## src/rtl/serial_add_ctrl_pkg.sv

```systemverilog
// serial_add_ctrl_pkg: state encodings and default width for the bit-serial adder
package serial_add_ctrl_pkg;
  localparam int WIDTH_DEFAULT = 8;
  typedef enum logic [1:0] {IDLE = 2'd0, RUN = 2'd1, DONE = 2'd2} state_t;
endpackage

```

## src/rtl/serial_add_ctrl_fa.sv

```systemverilog
// serial_add_ctrl_fa: 1-bit full adder built from two half adders plus an OR
module serial_add_ctrl_ha (
  input  logic x,
  input  logic y,
  output logic s,
  output logic c
);
  assign s = x ^ y;
  assign c = x & y;
endmodule

module serial_add_ctrl_fa (
  input  logic a,
  input  logic b,
  input  logic cin,
  output logic s,
  output logic cout
);
  logic s1, c1, c2;
  serial_add_ctrl_ha u_h0 (.x(a),  .y(b),   .s(s1), .c(c1));
  serial_add_ctrl_ha u_h1 (.x(s1), .y(cin), .s(s),  .c(c2));
  assign cout = c1 | c2;
endmodule

```

## src/rtl/serial_add_ctrl.sv

```systemverilog
// serial_add_ctrl: WIDTH-bit addition sequenced LSB-first through one full adder
module serial_add_ctrl
  import serial_add_ctrl_pkg::*;
#(
  parameter int WIDTH = WIDTH_DEFAULT
) (
  input  logic             clk,
  input  logic             rst,
  input  logic             start,
  input  logic [WIDTH-1:0] a,
  input  logic [WIDTH-1:0] b,
  input  logic             cin,
  output logic             busy,
  output logic             done,
  output logic [WIDTH-1:0] sum,
  output logic             cout
);
  localparam int CW = $clog2(WIDTH) > 0 ? $clog2(WIDTH) : 1;
  state_t           state;
  logic [WIDTH-1:0] opa, opb;
  logic [CW-1:0]    cnt;
  logic             carry, s, c, last;
  serial_add_ctrl_fa u_fa (.a(opa[0]), .b(opb[0]), .cin(carry), .s(s), .cout(c));
  assign last = cnt == CW'(WIDTH - 1);
  always_ff @(posedge clk)
    if (rst) begin
      state <= IDLE;
      opa   <= '0;
      opb   <= '0;
      carry <= 1'b0;
      cnt   <= '0;
      sum   <= '0;
      cout  <= 1'b0;
    end else
      case (state)
        IDLE:
          if (start) begin
            opa   <= a;
            opb   <= b;
            carry <= cin;
            cnt   <= '0;
            sum   <= '0;
            cout  <= 1'b0;
            state <= RUN;
          end
        RUN: begin
          sum   <= {s, sum[WIDTH-1:1]};
          opa   <= opa >> 1;
          opb   <= opb >> 1;
          carry <= c;
          // counter saturates on the final bit so it never wraps
          cnt   <= last ? cnt : cnt + 1'b1;
          if (last) begin
            cout  <= c;
            state <= DONE;
          end
        end
        DONE:    state <= IDLE;
        default: state <= IDLE;
      endcase
  assign busy = state == RUN;
  assign done = state == DONE;
endmodule

```

## config.mk

```make
export PLATFORM = sky130hd
export DESIGN_NAME = serial_add_ctrl
export DESIGN_NICKNAME = d
export VERILOG_FILES = /design/src/rtl/serial_add_ctrl_pkg.sv /design/src/rtl/serial_add_ctrl_fa.sv /design/src/rtl/serial_add_ctrl.sv
export SDC_FILE = /design/constraint.sdc
export NUM_CORES = 1
export LEC_CHECK = 0
export BUFFER_PORTS_ARGS = -buffer_cell sky130_fd_sc_hd__buf_2
export CAP_MARGIN = 30
export CELL_PAD_IN_SITES_DETAIL_PLACEMENT = 1
export CELL_PAD_IN_SITES_GLOBAL_PLACEMENT = 2
export CORE_MARGIN = 1.5
export CORE_UTILIZATION = 35
export CTS_CLUSTER_DIAMETER = 200
export DETAILED_ROUTE_END_ITERATION = 12
export PLACE_DENSITY = 0.86
export SLEW_MARGIN = 10
export SYNTH_ARGS = -nofsm -noshare
export SYNTH_HDL_FRONTEND = slang
export SYNTH_HIERARCHICAL = 1
export SYNTH_SLANG_ARGS = --single-unit
```

## constraint.sdc

```tcl
create_clock -name clk -period 2.2 [get_ports clk]
set_clock_uncertainty 0.05 [all_clocks]
set_input_delay 0.22 -clock clk [delete_from_list [all_inputs] [get_ports clk]]
set_output_delay 0.22 -clock clk [all_outputs]
set_load 0.02 [all_outputs]
```

After elaboration in Yosys (flattened, before gate mapping)
Index checks and enable logic that the tools add are counted.

Mux-type cells: 17. $add $sub $neg: 1. Reduce and logical (&&, ||, !) cells: 6. Bitwise gates (word level): 5. Eq/ne operators: 6.

Operators with widths (number): one-hot mux 8 bit (2 select lines) (3); 2-to-1 mux 8 bit (3); 2-to-1 mux 3 bit (2); one-hot mux 3 bit (2 select lines) (1); AND reduction 3 bit (2); 2-to-1 mux 2 bit (2); != test 2 bit (second input constant) (2); one-hot mux 1 bit (2 select lines) (2); one-hot mux 2 bit (2 select lines) (1); AND reduction 2 bit (2); adder 3 x 1 -> 3 bit (second input constant) (1); == test 3 bit (second input constant) (1); 2-to-1 mux 1 bit (3); AND 1 bit (2); == test 2 x 1 -> 1 bit (second input constant) (1); == test 2 bit (second input constant) (1); zero test 2 bit (1); != test 2 x 1 -> 1 bit (second input constant) (1); nonzero test 2 bit (1); bitwise XOR 1 bit (2); bitwise OR 1 bit (1).

Logic and storage cells: 42. Output and inout port bits: 11. Bits of input ports: 20. Register bits: 31.

Depth between registers and ports, before layout
Depth in word-level cells: 5. Mapped depth: 6.

Modules after synthesis
Netlist, hierarchy kept.

By module, submodules not included: serial_add_ctrl (area an instance 1466.4 um^2, sequential area each 620.6 um^2, cells an instance 155, times used 1); serial_add_ctrl_ha (area an instance 12.5 um^2, sequential area each 0.0 um^2, cells an instance 1, times used 2); serial_add_ctrl_fa (area an instance 6.3 um^2, sequential area each 0.0 um^2, cells an instance 1, times used 1).

Worst setup path after synthesis
Ideal clock, no wire load.

Kind: reg2reg. Start point: register opb[0]. End point: register cout. Data required time: 2030 ps. Data arrival time: 1282 ps. Stages on the path, launching flop included: 7. Slack: 748 ps. Path through: dfxtp_1 -> ha_1 -> ha_1 -> or2_1 -> nand3b_1 -> a21oi_1 -> nor3_1.

Word-level cells in the longest chain between the ends: 5.

RTL lines: start, declared (line serial_add_ctrl.sv:20) `logic [WIDTH-1:0] opa, opb;`; start signal, assigned (line serial_add_ctrl.sv:49) `opb <= opb >> 1;`; bitwise XOR 1 bit (line serial_add_ctrl_fa.sv:8) `assign s = x ^ y;`; net u_fa.s1 (line serial_add_ctrl_fa.sv:19) `logic s1, c1, c2;`; AND 1 bit (line serial_add_ctrl_fa.sv:9) `assign c = x & y;`; net u_fa.c2 (line serial_add_ctrl_fa.sv:19); bitwise OR 1 bit (line serial_add_ctrl_fa.sv:22) `assign cout = c1 | c2;`; net c (line serial_add_ctrl.sv:22) `logic carry, s, c, last;`; 2-to-1 mux 1 bit (line serial_add_ctrl.sv:53) `if (last) begin`; one-hot mux 1 bit (2 select lines) (line serial_add_ctrl.sv:35) `case (state)`; end signal, assigned (line serial_add_ctrl.sv:33) `cout <= 1'b0;`; end signal, assigned (line serial_add_ctrl.sv:43) `cout <= 1'b0;`; end signal, assigned (line serial_add_ctrl.sv:54) `cout <= c;`; end, declared (line serial_add_ctrl.sv:16) `output logic cout`.

The timed path passes the listed nets, and every way through them passes these cells. The select of a mux whose other input is x is not followed. A chain may end at the register's enable or synchronous reset.

Worst setup path in the final report
Start point: register state[1]. End point: output busy.

Word-level cells in the longest chain between the ends: 1.

RTL lines: start, declared (line serial_add_ctrl.sv:19) `state_t state;`; start signal, assigned (line serial_add_ctrl.sv:27) `state <= IDLE;`; start signal, assigned (line serial_add_ctrl.sv:44) `state <= RUN;`; start signal, assigned (line serial_add_ctrl.sv:55) `state <= DONE;`; == test 2 x 1 -> 1 bit (line serial_add_ctrl.sv:61) `assign busy = state == RUN;`; end, declared (line serial_add_ctrl.sv:13) `output logic busy,`.

Every way passes these cells.

==> flow_metrics.env <==
export IMPL_outcome="finished clean"
export IMPL_hold_violations=0
export IMPL_tightest_slew_ps=618
export IMPL_netlist_area_mm2=0.00150
export IMPL_drc=0
export IMPL_period_minus_slack_ps=1970
export IMPL_hold_buffers=0
export IMPL_cts_setup_buffers=0
export IMPL_pwr_share_comb_pct=15.5
export IMPL_switchingPower_mw=0.322
export IMPL_critPathMaxFanout=21
export IMPL_grt_pass1_vias=1251
export IMPL_power_density_mw_per_mm2=701
export IMPL_fp_dieW_um=68.4
export IMPL_syn_area_per_cell_um2=9.48
export IMPL_ant_nets=0
export IMPL_place_ws_ps=541
export IMPL_crit_type="flip-flop to output pin"
export IMPL_clkPwrFrac_pct=33.0
export IMPL_dr_pass1_iters=4
export IMPL_grt_setup_unrepaired="false"
export IMPL_fmax_mhz=508
export IMPL_power_share_sequential_pct=51.6
export IMPL_drive_gt1_share_pct=37.0
export IMPL_period_share_pct=89.5
export IMPL_initial_core_util_pct=36.9
export IMPL_ys_warn_count=6
export IMPL_maxCapViolCount=0
export IMPL_ios=31
export IMPL_grt_pass1_wl_um=5780
export IMPL_synth_seq_cells=31
export IMPL_antenna_found_initial=0
export IMPL_ctsResizeCount=0
export IMPL_core_mm2=0.00406
export IMPL_dr_total_vias=1236
export IMPL_synth_area_leaders="dfxtp_1, a211oi_2, a21oi_2"
export IMPL_wl_um=3570
export IMPL_gp_congestion=0.781
export IMPL_ir_drop_mv=0.365
export IMPL_cts_sinks=31
export IMPL_dpl_hpwl_um=2470
export IMPL_drt_initial_drc_count=59
export IMPL_syn_inst=158
export IMPL_ys_types=29
export IMPL_intPower_mw=0.884
export IMPL_cts_buffers=5
export IMPL_synth_top_cell_area_share_pct=41.4
export IMPL_min_from="b[0]"
export IMPL_cts_tree="done"
export IMPL_fp_dieH_um=68.4
export IMPL_synth_top_area_cell="dfxtp_1"
export IMPL_port_buffers=30
export IMPL_clk_pin_slew_ps=60
export IMPL_clk_path_buf_depth=2
export IMPL_vias_per_cell=5.28
export IMPL_critPathLaunchType="flip-flop"
export IMPL_slew_violations=0
export IMPL_area_delta_synth_final_pct=14.9
export IMPL_cp_required_ps=1930
export IMPL_max_slew_margin_pct=58.8
export IMPL_post_drt_wl_per_cell_um=15.3
export IMPL_hp_class="input pin to flip-flop"
export IMPL_nets=210
export IMPL_cp_arrival_ps=1700
export IMPL_synth_nets=183
export IMPL_fp_row_count=23
export IMPL_switching_share_pct=26.7
export IMPL_grt_use_total_pct=17.1
export IMPL_grt_ovfl_total=0
export IMPL_leakage_nw=0.734
export IMPL_cts_root_buf="clkbuf_8"
export IMPL_yosysSeqAreaShare_pct=41.4
export IMPL_cts_max_level=2
export IMPL_setup_violations=0
export IMPL_clock_latency_ps=280
export IMPL_worstReg2RegStart="state[1]"
export IMPL_grt_max_degree=22
export IMPL_die_area_mm2=0.00468
export IMPL_fin_setup_tns_ps=0
export IMPL_critPathLaunch="state[1]"
export IMPL_fin_ws_ps=231
export IMPL_endpoint_kind="output pin"
export IMPL_antenna_cells=0
[final timing paths]
kind                  to  slack [ps]  cells past startpoint
hold / removal    opb[0]         140                      3
setup reg to reg  opb[0]         530                      4
hold reg to reg   cnt[1]         430                      1
setup / recovery    busy         230                      3
[final cells by class]
cell class	instances	area [um^2]
fill	481	2340
multi-input combinational	110	768
sequential	31	621
timing repair buffer	33	180
clock buffer	6	72.6
tap	50	62.6
inverter	4	16.3
[sequential cells by signal (all words and copies together), names as in the netlist]
name / flops
cnt: 3
opb: 8
opa: 8
state: 2
sum: 8
carry: 1
cout: 1
[power groups by stage]
stage               sequential, mW  combinational (mW)  clock (mW)
floorplan                    0.628               0.145           0
global placement             0.631               0.175           0
detailed placement           0.633               0.189           0
CTS                          0.622               0.190       0.410
global route                 0.625               0.207       0.445
finish                       0.622               0.186       0.398
[cell usage after synthesis]
cell and n:
nor2_1 22, buf_4 4, nand2_1 15, a21oi_2 11, o21bai_2 1, a22o_1 2, nand2b_1 4, dfxtp_1 31
nor2b_1 4, o22a_1 2, o21ba_4 1, a211oi_1 1, inv_1 3, or2_1 1, o22ai_1 2, mux2_2 1
or2_2 1, buf_2 5, nor3_1 2, clkbuf_1 1, o221a_2 3, a211oi_2 11, nand3b_1 1, a22oi_1 8
ha_1 5, a21oi_1 10, buf_6 3, clkinv_2 1, nor3b_1 2
[cells by family after synthesis]
family | count (synthesis) | share of synthesized area (%)
AOI/OAI and AO/OA | 52 | 30.7
and+or+nand+nor | 52 | 15.6
DFF | 31 | 41.4
buffers and inverters | 17 | 7.27
adders and majority gates | 5 | 4.18
muxes | 1 | 0.752
[metrics by stage]
stage	hold slack (ps)	utilization, %	total power, mW	cells	area (um^2)
final	140	42.4	1.21	234	1720
after CTS	135	42.4	1.22	234	1720
after floorplan	311	-	0.773	158	1500
after global placement	410	40.2	0.806	227	1630
after global routing	138	42.4	1.28	234	1720
after detailed placement	413	40.6	0.822	228	1650
[routing by layer]
layer  up-vias  global-route usage [%]  part of all wire, %
met2        29                    30.0                   50
met3         6                    6.25                  5.9
met1       596                    18.5                   43
li1        605                       -                    -
met5         -                       0                    0
met4         0                    6.25                  1.1
[worst max-delay path, cell delays in order, from the launching register on]
cell and delay, ps:
dfxtp_1 570, nand2b_1 210, clkinv_2 340, buf_2 300
[layout by cell type (no fill, tap or decap), drive strengths merged]
master  Yosys  layout
a22oi       8       8
nor2b       4       4
nor3        2       2
mux2        1       1
a21oi      21      21
a211oi     12      12
o22ai       2       2
o22a        2       2
buf        12      33
nand3b      1       1
or2         2       2
a22o        2       2
inv         3       3
nor3b       2       2
clkbuf      1       6
o221a       3       3
o21ba       1       1
nor2       22      22
nand2      15      15
ha          5       5
o21bai      1       1
nand2b      4       4
clkinv      1       1
dfxtp      31      31
Note: power is estimated with default switching activity, not from simulation.
